===== config.mk =====
export PLATFORM = sky130hd
export DESIGN_NAME = four_bit_synchronous_down_counter
export DESIGN_NICKNAME = d
export VERILOG_FILES = /design/src/rtl/four_bit_synchronous_down_counter.sv
export SDC_FILE = /design/constraint.sdc
export NUM_CORES = 1
export LEC_CHECK = 0
export CORE_ASPECT_RATIO = 1.5
export CORE_MARGIN = 1
export CORE_UTILIZATION = 25
export DETAILED_ROUTE_END_ITERATION = 8
export HOLD_SLACK_MARGIN = 0.05
export SYNTH_ARGS = -nofsm -noshare
export SYNTH_HDL_FRONTEND = slang
export SYNTH_SLANG_ARGS = --single-unit
export TNS_END_PERCENT = 5

===== constraint.sdc =====
create_clock -name clock -period 2.15 [get_ports clock]
set_clock_uncertainty 0.05 [all_clocks]
set_input_delay 0.3225 -clock clock [delete_from_list [all_inputs] [get_ports clock]]
set_output_delay 0.3225 -clock clock [all_outputs]
set_load 0.01 [all_outputs]

===== src/rtl/four_bit_synchronous_down_counter.sv =====
// Four-bit cascadable down counter with parallel load, a reload register for
// auto-reload on underflow, combinational zero/borrow and a registered done pulse.
module four_bit_synchronous_down_counter #(
    parameter logic [3:0] RELOAD_INIT = 4'hF
) (
    input  logic       clock,
    input  logic       clear,
    input  logic       cnt_en,
    input  logic       load,
    input  logic [3:0] d,
    input  logic       reload_en,
    output logic [3:0] q,
    output logic       borrow_out,
    output logic       zero,
    output logic       done
);

    logic [3:0] count_q, count_d;
    logic [3:0] rld_q, rld_d;
    logic       done_q, done_d;
    logic       at_zero;
    logic       underflow;

    assign at_zero   = (count_q == 4'h0);
    // Load wins over counting, so a load at zero is never an underflow.
    assign underflow = !load && cnt_en && at_zero;

    always_comb begin
        count_d = count_q;
        rld_d   = rld_q;
        done_d  = underflow;
        if (load) begin
            count_d = d;
            rld_d   = d;
        end else if (cnt_en) begin
            if (at_zero) begin
                count_d = reload_en ? rld_q : 4'hF;
            end else begin
                count_d = count_q - 4'h1;
            end
        end
    end

    always_ff @(posedge clock or negedge clear) begin
        if (!clear) begin
            count_q <= 4'h0;
            rld_q   <= RELOAD_INIT;
            done_q  <= 1'b0;
        end else begin
            count_q <= count_d;
            rld_q   <= rld_d;
            done_q  <= done_d;
        end
    end

    // Borrow is unregistered so a chain of stages shares one clock edge.
    assign q          = count_q;
    assign zero       = at_zero;
    assign borrow_out = cnt_en & at_zero;
    assign done       = done_q;

endmodule


==> results of run 1 <==
## area by class of cell
class                   instances  area (um^2)  area share
clock buffers                   4         26.3      0.0353
inverters                       4         15.0      0.0202
multi-input cells              33          260       0.350
flip-flops and latches          9          230       0.309
well taps                      21         26.3      0.0353
repair buffers                 20          186       0.250
## worst register-to-register path: cells and delay by family (launching register included)
kind / cells / cell delay (ps)
flip-flops: 1 / 340
buffers and inverters: 2 / 210
adder cells (fa/ha/maj): 1 / 200
AO/OA/AOI/OAI: 2 / 530
AND/OR/NAND/NOR: 1 / 160
## stage by stage
step           utilization  area, um^2
2_1_floorplan            -         510
3_3_place_gp         0.375         704
3_5_place_dp         0.375         704
4_1_cts              0.396         744
5_1_grt              0.396         744
6_report             0.396         744
## registers in the layout, indices dropped and copies added, names as in the netlist
name	count
done	1
rld_q	4
q	4
## path summary, 6_finish.rpt
kind	to	cells past startpoint
hold / removal	q[2]	1
max in group asynchronous	rld_q[2]	1
setup / recovery	zero	4
setup reg to reg	q[0]	6
hold reg to reg	rld_q[0]	2
min in group clock	rld_q[0]	2
## metal layers
layer	vias to the layer above	share of wire
met3	2	0.030
met4	0	0.0075
met5	-	0
met1	203	0.43
met2	10	0.53
li1	221	-
## cell usage after synthesis (all sizes together)
| master | number | area share |
|---|---|---|
| a21oi | 1 | 0.0098 |
| a22oi | 2 | 0.029 |
| a311oi | 1 | 0.017 |
| a41o | 1 | 0.020 |
| and2 | 1 | 0.015 |
| and3b | 1 | 0.020 |
| and4b | 1 | 0.020 |
| buf | 1 | 0.0098 |
| dfrtp | 5 | 0.25 |
| dfstp | 4 | 0.21 |
| ha | 1 | 0.025 |
| inv | 4 | 0.029 |
| mux2 | 4 | 0.088 |
| nand2 | 3 | 0.022 |
| nand2b | 3 | 0.037 |
| nor2 | 3 | 0.022 |
| nor2b | 1 | 0.012 |
| nor3 | 1 | 0.0098 |
| nor3b | 2 | 0.051 |
| nor4 | 1 | 0.012 |
| nor4b | 1 | 0.017 |
| o21ai | 2 | 0.020 |
| o31a | 1 | 0.017 |
| o31ai | 1 | 0.015 |
| o41ai | 1 | 0.032 |
## logic make-up (layout without fill, tap and decap cells)
logic type,Yosys count,after routing,synth area share
AOI/OAI and AO/OA,10,10,0.159
adders and majority gates,1,1,0.0245
buffers and inverters,5,28,0.0392
DFF,9,9,0.451
muxes,4,4,0.0882
and+or+nand+nor,18,18,0.238
## power breakdown
group          leakage, nW  total (W)  switching [W]  internal [W]
clock               0.0150   0.000132      0.0000602     0.0000716
combinational        0.209   0.000133      0.0000548     0.0000780
sequential           0.103   0.000208      0.0000159      0.000192
total                0.327   0.000473       0.000131      0.000342
## timing repair
action | 4_1_cts | 5_1_grt
endpoints found under the setup margin | 2 | 0
resized for setup | 1 | 0
buffers inserted | 2 | 0
==> results.json, run 1 <==
{
  "status": "complete, no violations",
  "maxSlewViolCount": 0,
  "timing.fmax_mhz": 495,
  "clock_sinks": 9,
  "tns_ps": 0,
  "crit_type": "reg -> out",
  "post-place-ws_ps": 177,
  "maxCapViolCount": 0,
  "pin_count": 16,
  "clkTransAtPathRegs_ps": 60,
  "placementRows": 19,
  "drive_above_1_share": 0.271,
  "syn-cell-area_um2": 510,
  "cpPeakStageDelay_ps": 560,
  "port_buffers": 15,
  "antenna_found_initial": 0,
  "cts_root_buffer": "clkbuf_4",
  "rsz0062_at_grt": "no",
  "rr_startpoint": "q[0]",
  "diodes": 0,
  "ff2ff_setup_slack_ps": 560,
  "filler_cell_count": 193,
  "power_density_mw_per_mm2": 635,
  "worst_slack_ps": 130,
  "cts_buffers": 3,
  "crit_start": "q[0]",
  "grt-ovfl-total": 0,
  "tightest_slew_ps": 462,
  "timing_hold_violations_final": 0,
  "seq_area_frac_synth": 0.451,
  "worst_hold_slack_ps": 316,
  "drt_iter0_drc": 2,
  "initial_core_util": 0.272,
  "synth_nets": 57,
  "p_leak_nw": 0.327,
  "avgSynthCellArea_um2": 10.9,
  "cp_max_fo": 3,
  "start_kind": "flip-flop",
  "ant_nets": 0,
  "postCtsHoldBufs": 0,
  "irDropWorstVdd_mv": 0.303,
  "h-tree-depth": 1,
  "first_pass_iters": 3,
  "worstPathCellList": "inv_1, ha_1, nor3b_4, clkdlybuf4s50_1",
  "gp_congestion": 0.748,
  "final_common_cell": "clkdlybuf4s50_1",
  "wl_per_cell_um": 11.7,
  "fin_crit_sh": 0.940,
  "fp.dieArea_mm2": 0.00223,
  "hold_class": "in -> async",
  "chipWidth_um": 38.9,
  "cp_num_buf_inv": 2,
  "grt_max_degree": 14,
  "grt-busiest-layer": "met2",
  "drt-total-wl_um": 1060,
  "synth_cell_types": 28,
  "die_y_um": 57.3,
  "dpl.hpwl_um": 821,
  "slew_headroom": 0.691,
  "insertion_delay_ps": 260,
  "synth_warnings": 0,
  "crit_required_ps": 1780,
  "grt_util_met1": 0.137,
  "layoutNonFillerInstCount": 91,
  "grt_pass1_wl_um": 1780,
  "power.total_w": 0.000473,
  "synth_seq_cells": 9,
  "worstPathArrival_ps": 1650,
  "setup_viol": 0,
  "timing.final.crit_period_ps": 2020,
  "cpMaxStageDelayCell": "clkdlybuf4s50_1",
  "area_delta_synth_final_pct": 45.8,
  "layout_common_cells": "14 x clkdlybuf4s50_1, 5 x dfrtp_1, 5 x buf_4",
  "via_count": 436,
  "cts_tree": "yes",
  "nets": 81,
  "netlist_instances": 47,
  "cts_max_path_buffers": 2,
  "path_delay_family": "buffers and inverters",
  "worst_setup_path_end_kind": "primary output",
  "met3_usage": 0.0350,
  "dp_cells": 85,
  "viasPerCell": 4.79,
  "grt_use_met2": 0.179,
  "grt_pass1_vias": 402,
  "groute.usage.overall": 0.117,
  "drc_errors": 0,
  "core_mm2": 0.00188
}
(Power assumes the default switching activity.)
==> run 2, diff against run 1 <==
Settings changed: PLACE_DENSITY from default to 0.46, SETUP_SLACK_MARGIN from default to 0.4, SLEW_MARGIN from default to 20.
==> run 2 against run 1 <==
Effect of this change:
- die area is the same
- highest routed layer unchanged
- global-route usage grew 2.5 points
- register-to-register slack lost 80 ps
- first-iteration DRC count grew to 6.0 times the previous value
- critical endpoint is now borrow_out
==> results.json, run 2 (synthesized netlist as in run 1, its figures left out) <==
{
  "drive_above_1_share": 0.347,
  "power_density_mw_per_mm2": 633,
  "maxCapViolCount": 0,
  "cts_buffers": 3,
  "fp.dieArea_mm2": 0.00223,
  "initial_core_util": 0.272,
  "worst_setup_path_end_kind": "primary output",
  "die_y_um": 57.3,
  "nets": 83,
  "drt-total-wl_um": 1170,
  "groute.usage.overall": 0.142,
  "core_mm2": 0.00188,
  "via_count": 458,
  "viasPerCell": 4.92,
  "start_kind": "flip-flop",
  "cts_root_buffer": "clkbuf_4",
  "final_common_cell": "clkdlybuf4s50_1",
  "h-tree-depth": 1,
  "placementRows": 19,
  "drc_errors": 0,
  "hold_class": "in -> async",
  "wl_per_cell_um": 12.6,
  "cts_max_path_buffers": 2,
  "area_delta_synth_final_pct": 49.0,
  "gp_congestion": 0.677,
  "layout_common_cells": "13 x clkdlybuf4s50_1, 7 x buf_4, 5 x dfrtp_1",
  "layoutNonFillerInstCount": 93,
  "setup_viol": 0,
  "worstPathCellList": "inv_2, ha_2, nor3b_4, and2_4, buf_6",
  "cpPeakStageDelay_ps": 380,
  "clkTransAtPathRegs_ps": 60,
  "maxSlewViolCount": 0,
  "first_pass_iters": 4,
  "grt_pass1_wl_um": 2150,
  "timing.final.crit_period_ps": 1720,
  "slew_headroom": 0.686,
  "clock_sinks": 9,
  "chipWidth_um": 38.9,
  "crit_type": "reg -> out",
  "drt_iter0_drc": 12,
  "filler_cell_count": 200,
  "grt_max_degree": 14,
  "worstPathArrival_ps": 1350,
  "irDropWorstVdd_mv": 0.263,
  "tns_ps": 0,
  "grt-ovfl-total": 0,
  "diodes": 0,
  "grt_pass1_vias": 497,
  "cts_tree": "yes",
  "fin_crit_sh": 0.799,
  "cpMaxStageDelayCell": "dfrtp_1",
  "timing_hold_violations_final": 0,
  "pin_count": 16,
  "status": "complete, no violations",
  "tightest_slew_ps": 470,
  "rsz0062_at_grt": "yes",
  "dp_cells": 85,
  "p_leak_nw": 0.335,
  "cp_max_fo": 3,
  "crit_required_ps": 1780,
  "port_buffers": 15,
  "ant_nets": 0,
  "timing.fmax_mhz": 582,
  "antenna_found_initial": 0,
  "insertion_delay_ps": 260,
  "dpl.hpwl_um": 882
}
run 2: layout make-up:
type | instances | area, um^2 | share of cell area
inverters | 4 | 15.0 | 0.0197
multi-input cells | 33 | 264 | 0.347
clock buffers | 4 | 26.3 | 0.0345
well taps | 21 | 26.3 | 0.0345
repair buffers | 22 | 199 | 0.262
flip-flops and latches | 9 | 230 | 0.303
run 2: path summary, 6_finish.rpt:
| kind | from | endpoint | slack, ps | cells past startpoint |
|---|---|---|---|---|
| worst max register to register | q[0] | q[0] | 480 | 7 |
| max in group asynchronous | clear | rld_q[3] | 1400 | 1 |
| min in group clock | rld_q[0] | rld_q[0] | 470 | 2 |
| worst min-delay path | clear | q[0] | 320 | 1 |
| worst min register to register | rld_q[0] | rld_q[0] | 470 | 2 |
| worst max-delay path | q[0] | borrow_out | 430 | 5 |
run 2: metrics by stage:
step,hold slack (ps),power (W),cell area (um^2),utilization,worst slack (ps)
floorplan,-23.1,0.000274,510,-,502
global placement,456,0.000342,704,0.375,203
detailed placement,464,0.000342,704,0.375,164
CTS,334,0.000487,743,0.396,386
global route,338,0.000517,761,0.405,350
finish,319,0.000482,761,0.405,432
run 2: timing repair:
| item | 4_1_cts | 5_1_grt |
|---|---|---|
| endpoints found under the setup margin | 2 | 4 |
| pin swaps | 1 | 1 |
| gates resized for setup | 8 | 3 |
| buffers inserted | 2 | 2 |
| hold buffers | 0 | 0 |
run 2: report_power, final:
group          total, W  switching, W  leakage (nW)  internal (W)
Clock          0.000133     0.0000612        0.0150     0.0000716
Combinational  0.000140     0.0000577         0.216     0.0000824
Sequential     0.000209     0.0000167         0.103      0.000192
Total          0.000482      0.000136         0.335      0.000346
run 2: worst max-delay path: cells and delay by family (launching register included):
kind | cells | cell delay (ps)
and+or+nand+nor | 2 | 380
buffers and inverters | 2 | 150
adders and majority gates | 1 | 170
DFF | 1 | 380
run 2: per-layer routing:
metal / GRT usage / routed length (um) / up-vias
met3: 0.0467 / 47 / 4
li1: - / - / 225
met4: 0.0887 / 23 / 0
met1: 0.173 / 511 / 217
met5: 0 / 0 / -
met2: 0.207 / 591 / 12
==> run 3, diff against run 2 <==
Settings changed: PLACE_DENSITY 0.46 to 0.48.
Clock period 2.15 ns to 1.38 ns, I/O delays scaled along.
==> run 3 against run 2 <==
Effect of this change:
- the flow now finishes with violations (negative setup slack)
- non-clock buffer count is 7 higher
- critical path type unchanged
- core utilization is 4.7 points higher
- sequential cell count stayed put
- cell count is 7.5% higher
- largest power group unchanged
- largest cell class unchanged
==> results.json, run 3 (synthesized netlist as in run 1, its figures left out) <==
{
  "worst_setup_path_end_kind": "primary output",
  "port_buffers": 15,
  "fp.dieArea_mm2": 0.00223,
  "viasPerCell": 4.93,
  "ff2ff_setup_slack_ps": -220,
  "clkTransAtPathRegs_ps": 60,
  "fin_crit_sh": 1.17,
  "cts_max_path_buffers": 2,
  "power.total_w": 0.000813,
  "reg2reg_depth": 7,
  "nets": 90,
  "dpl.hpwl_um": 1010,
  "worst_slack_ps": -236,
  "cts_tree": "yes",
  "worstPathCellList": "inv_2, ha_4, nor3b_4, and2_4, buf_6",
  "timing.fmax_mhz": 619,
  "grt_max_degree": 14,
  "cpMaxStageDelayCell": "dfrtp_2",
  "via_count": 493,
  "tightest_slew_ps": 426,
  "rr_startpoint": "q[0]",
  "cts_buffers": 3,
  "rsz0062_at_grt": "yes",
  "pin_count": 16,
  "area_delta_synth_final_pct": 66.4,
  "clock_sinks": 9,
  "status": "finished with violations",
  "timing_hold_violations_final": 0,
  "worst_hold_slack_ps": 191,
  "maxCapViolCount": 0,
  "maxSlewViolCount": 0,
  "worstPathArrival_ps": 1360,
  "insertion_delay_ps": 270,
  "crit_start": "q[0]",
  "diodes": 0,
  "layout_common_cells": "12 x buf_4, 7 x clkdlybuf4s50_1, 4 x buf_6, 4 x dfstp_2",
  "crit_path_end": "borrow_out",
  "first_pass_iters": 4,
  "failed_checks": "negative setup slack",
  "core_mm2": 0.00188,
  "antenna_found_initial": 0,
  "cpPeakStageDelay_ps": 410,
  "groute.usage.overall": 0.142,
  "slew_headroom": 0.715,
  "r2r_end": "q[1]",
  "wl_per_cell_um": 13.1,
  "timing.final.crit_period_ps": 1620,
  "power_density_mw_per_mm2": 957,
  "final_area_um2": 850,
  "drt-total-wl_um": 1310,
  "start_kind": "flip-flop",
  "cp_max_fo": 4,
  "initial_core_util": 0.272,
  "die_y_um": 57.3,
  "placed_area_um2": 796,
  "chipWidth_um": 38.9,
  "irDropWorstVdd_mv": 0.585,
  "gp_congestion": 0.772,
  "drc_errors": 0,
  "hold_class": "in -> async",
  "grt_pass1_vias": 519,
  "p_leak_nw": 0.389,
  "postCtsHoldBufs": 0,
  "placementRows": 19,
  "crit_required_ps": 1120,
  "drt_iter0_drc": 9,
  "setup_viol": 5,
  "grt-ovfl-total": 0,
  "drive_above_1_share": 0.557,
  "cts_root_buffer": "clkbuf_4",
  "h-tree-depth": 1,
  "crit_type": "reg -> out",
  "ant_nets": 0,
  "grt_pass1_wl_um": 2180,
  "final_common_cell": "buf_4"
}
[run 3: cell types whose count changed in the layout (fill, tap and decap cells not counted), sizes merged]
cell | before | now
buf | 8 | 20
clkbuf | 5 | 4
clkdlybuf4s15 | 0 | 1
clkdlybuf4s50 | 13 | 7
dlygate4sd2 | 0 | 1
[run 3: worst min-delay path by stage]
stage	startpoint	to	slack [ps]	cells past startpoint
4_1_cts	clear	q[3]	220	1
3_5_place_dp	rld_q[0]	rld_q[0]	460	2
5_1_grt	clear	q[3]	230	1
6_report	clear	done	190	1
2_1_floorplan	clear	done	-140	0
3_3_place_gp	rld_q[0]	rld_q[0]	450	2
[run 3: critical path, delay by kind of cell, from the launching register on]
family,cells,cell delay (ps)
fa+ha+maj,1,120
buf+inv,2,160
simple gates,2,400
flops,1,410
[run 3: power breakdown]
| group | internal [W] | switching (W) |
|---|---|---|
| Combinational | 0.000164 | 0.000118 |
| Clock | 0.000112 | 0.000102 |
| Sequential | 0.000301 | 0.0000172 |
| Total | 0.000577 | 0.000236 |
[run 3: metrics by stage]
| stage | worst slack (ps) | TNS, ps | util | cells |
|---|---|---|---|---|
| 4_1_cts | -251 | -757 | 0.448 | 99 |
| 3_5_place_dp | -405 | -1250 | 0.424 | 93 |
| 3_3_place_gp | -362 | -1100 | 0.424 | 93 |
| 2_1_floorplan | -137 | -319 | - | 47 |
| 5_1_grt | -315 | -1140 | 0.452 | 100 |
| 6_report | -236 | -694 | 0.452 | 100 |
[run 3: routing by layer]
layer	vias to the layer above	routed length, um	track usage	part of all wire
met5	-	0	0	0
met4	0	53	0.108	0.040
met3	7	57	0.0428	0.043
met2	16	633	0.219	0.48
met1	230	568	0.156	0.43
li1	240	-	-	-
[run 3: cell type report]
cell class	count	area [um^2]
well taps	21	26.3
fillers	187	1030
clock buffers	4	26.3
flip-flops and latches	9	233
multi-input cells	33	289
inverters	4	15.0
repair buffers	29	260
[run 3: timing repair]
| item | 4_1_cts | 5_1_grt |
|---|---|---|
| endpoints found under the hold margin | 0 | 0 |
| setup buffers | 2 | 1 |
| endpoints found under the setup margin | 15 | 12 |
| resized for setup | 36 | 0 |
| pin swaps | 2 | 1 |
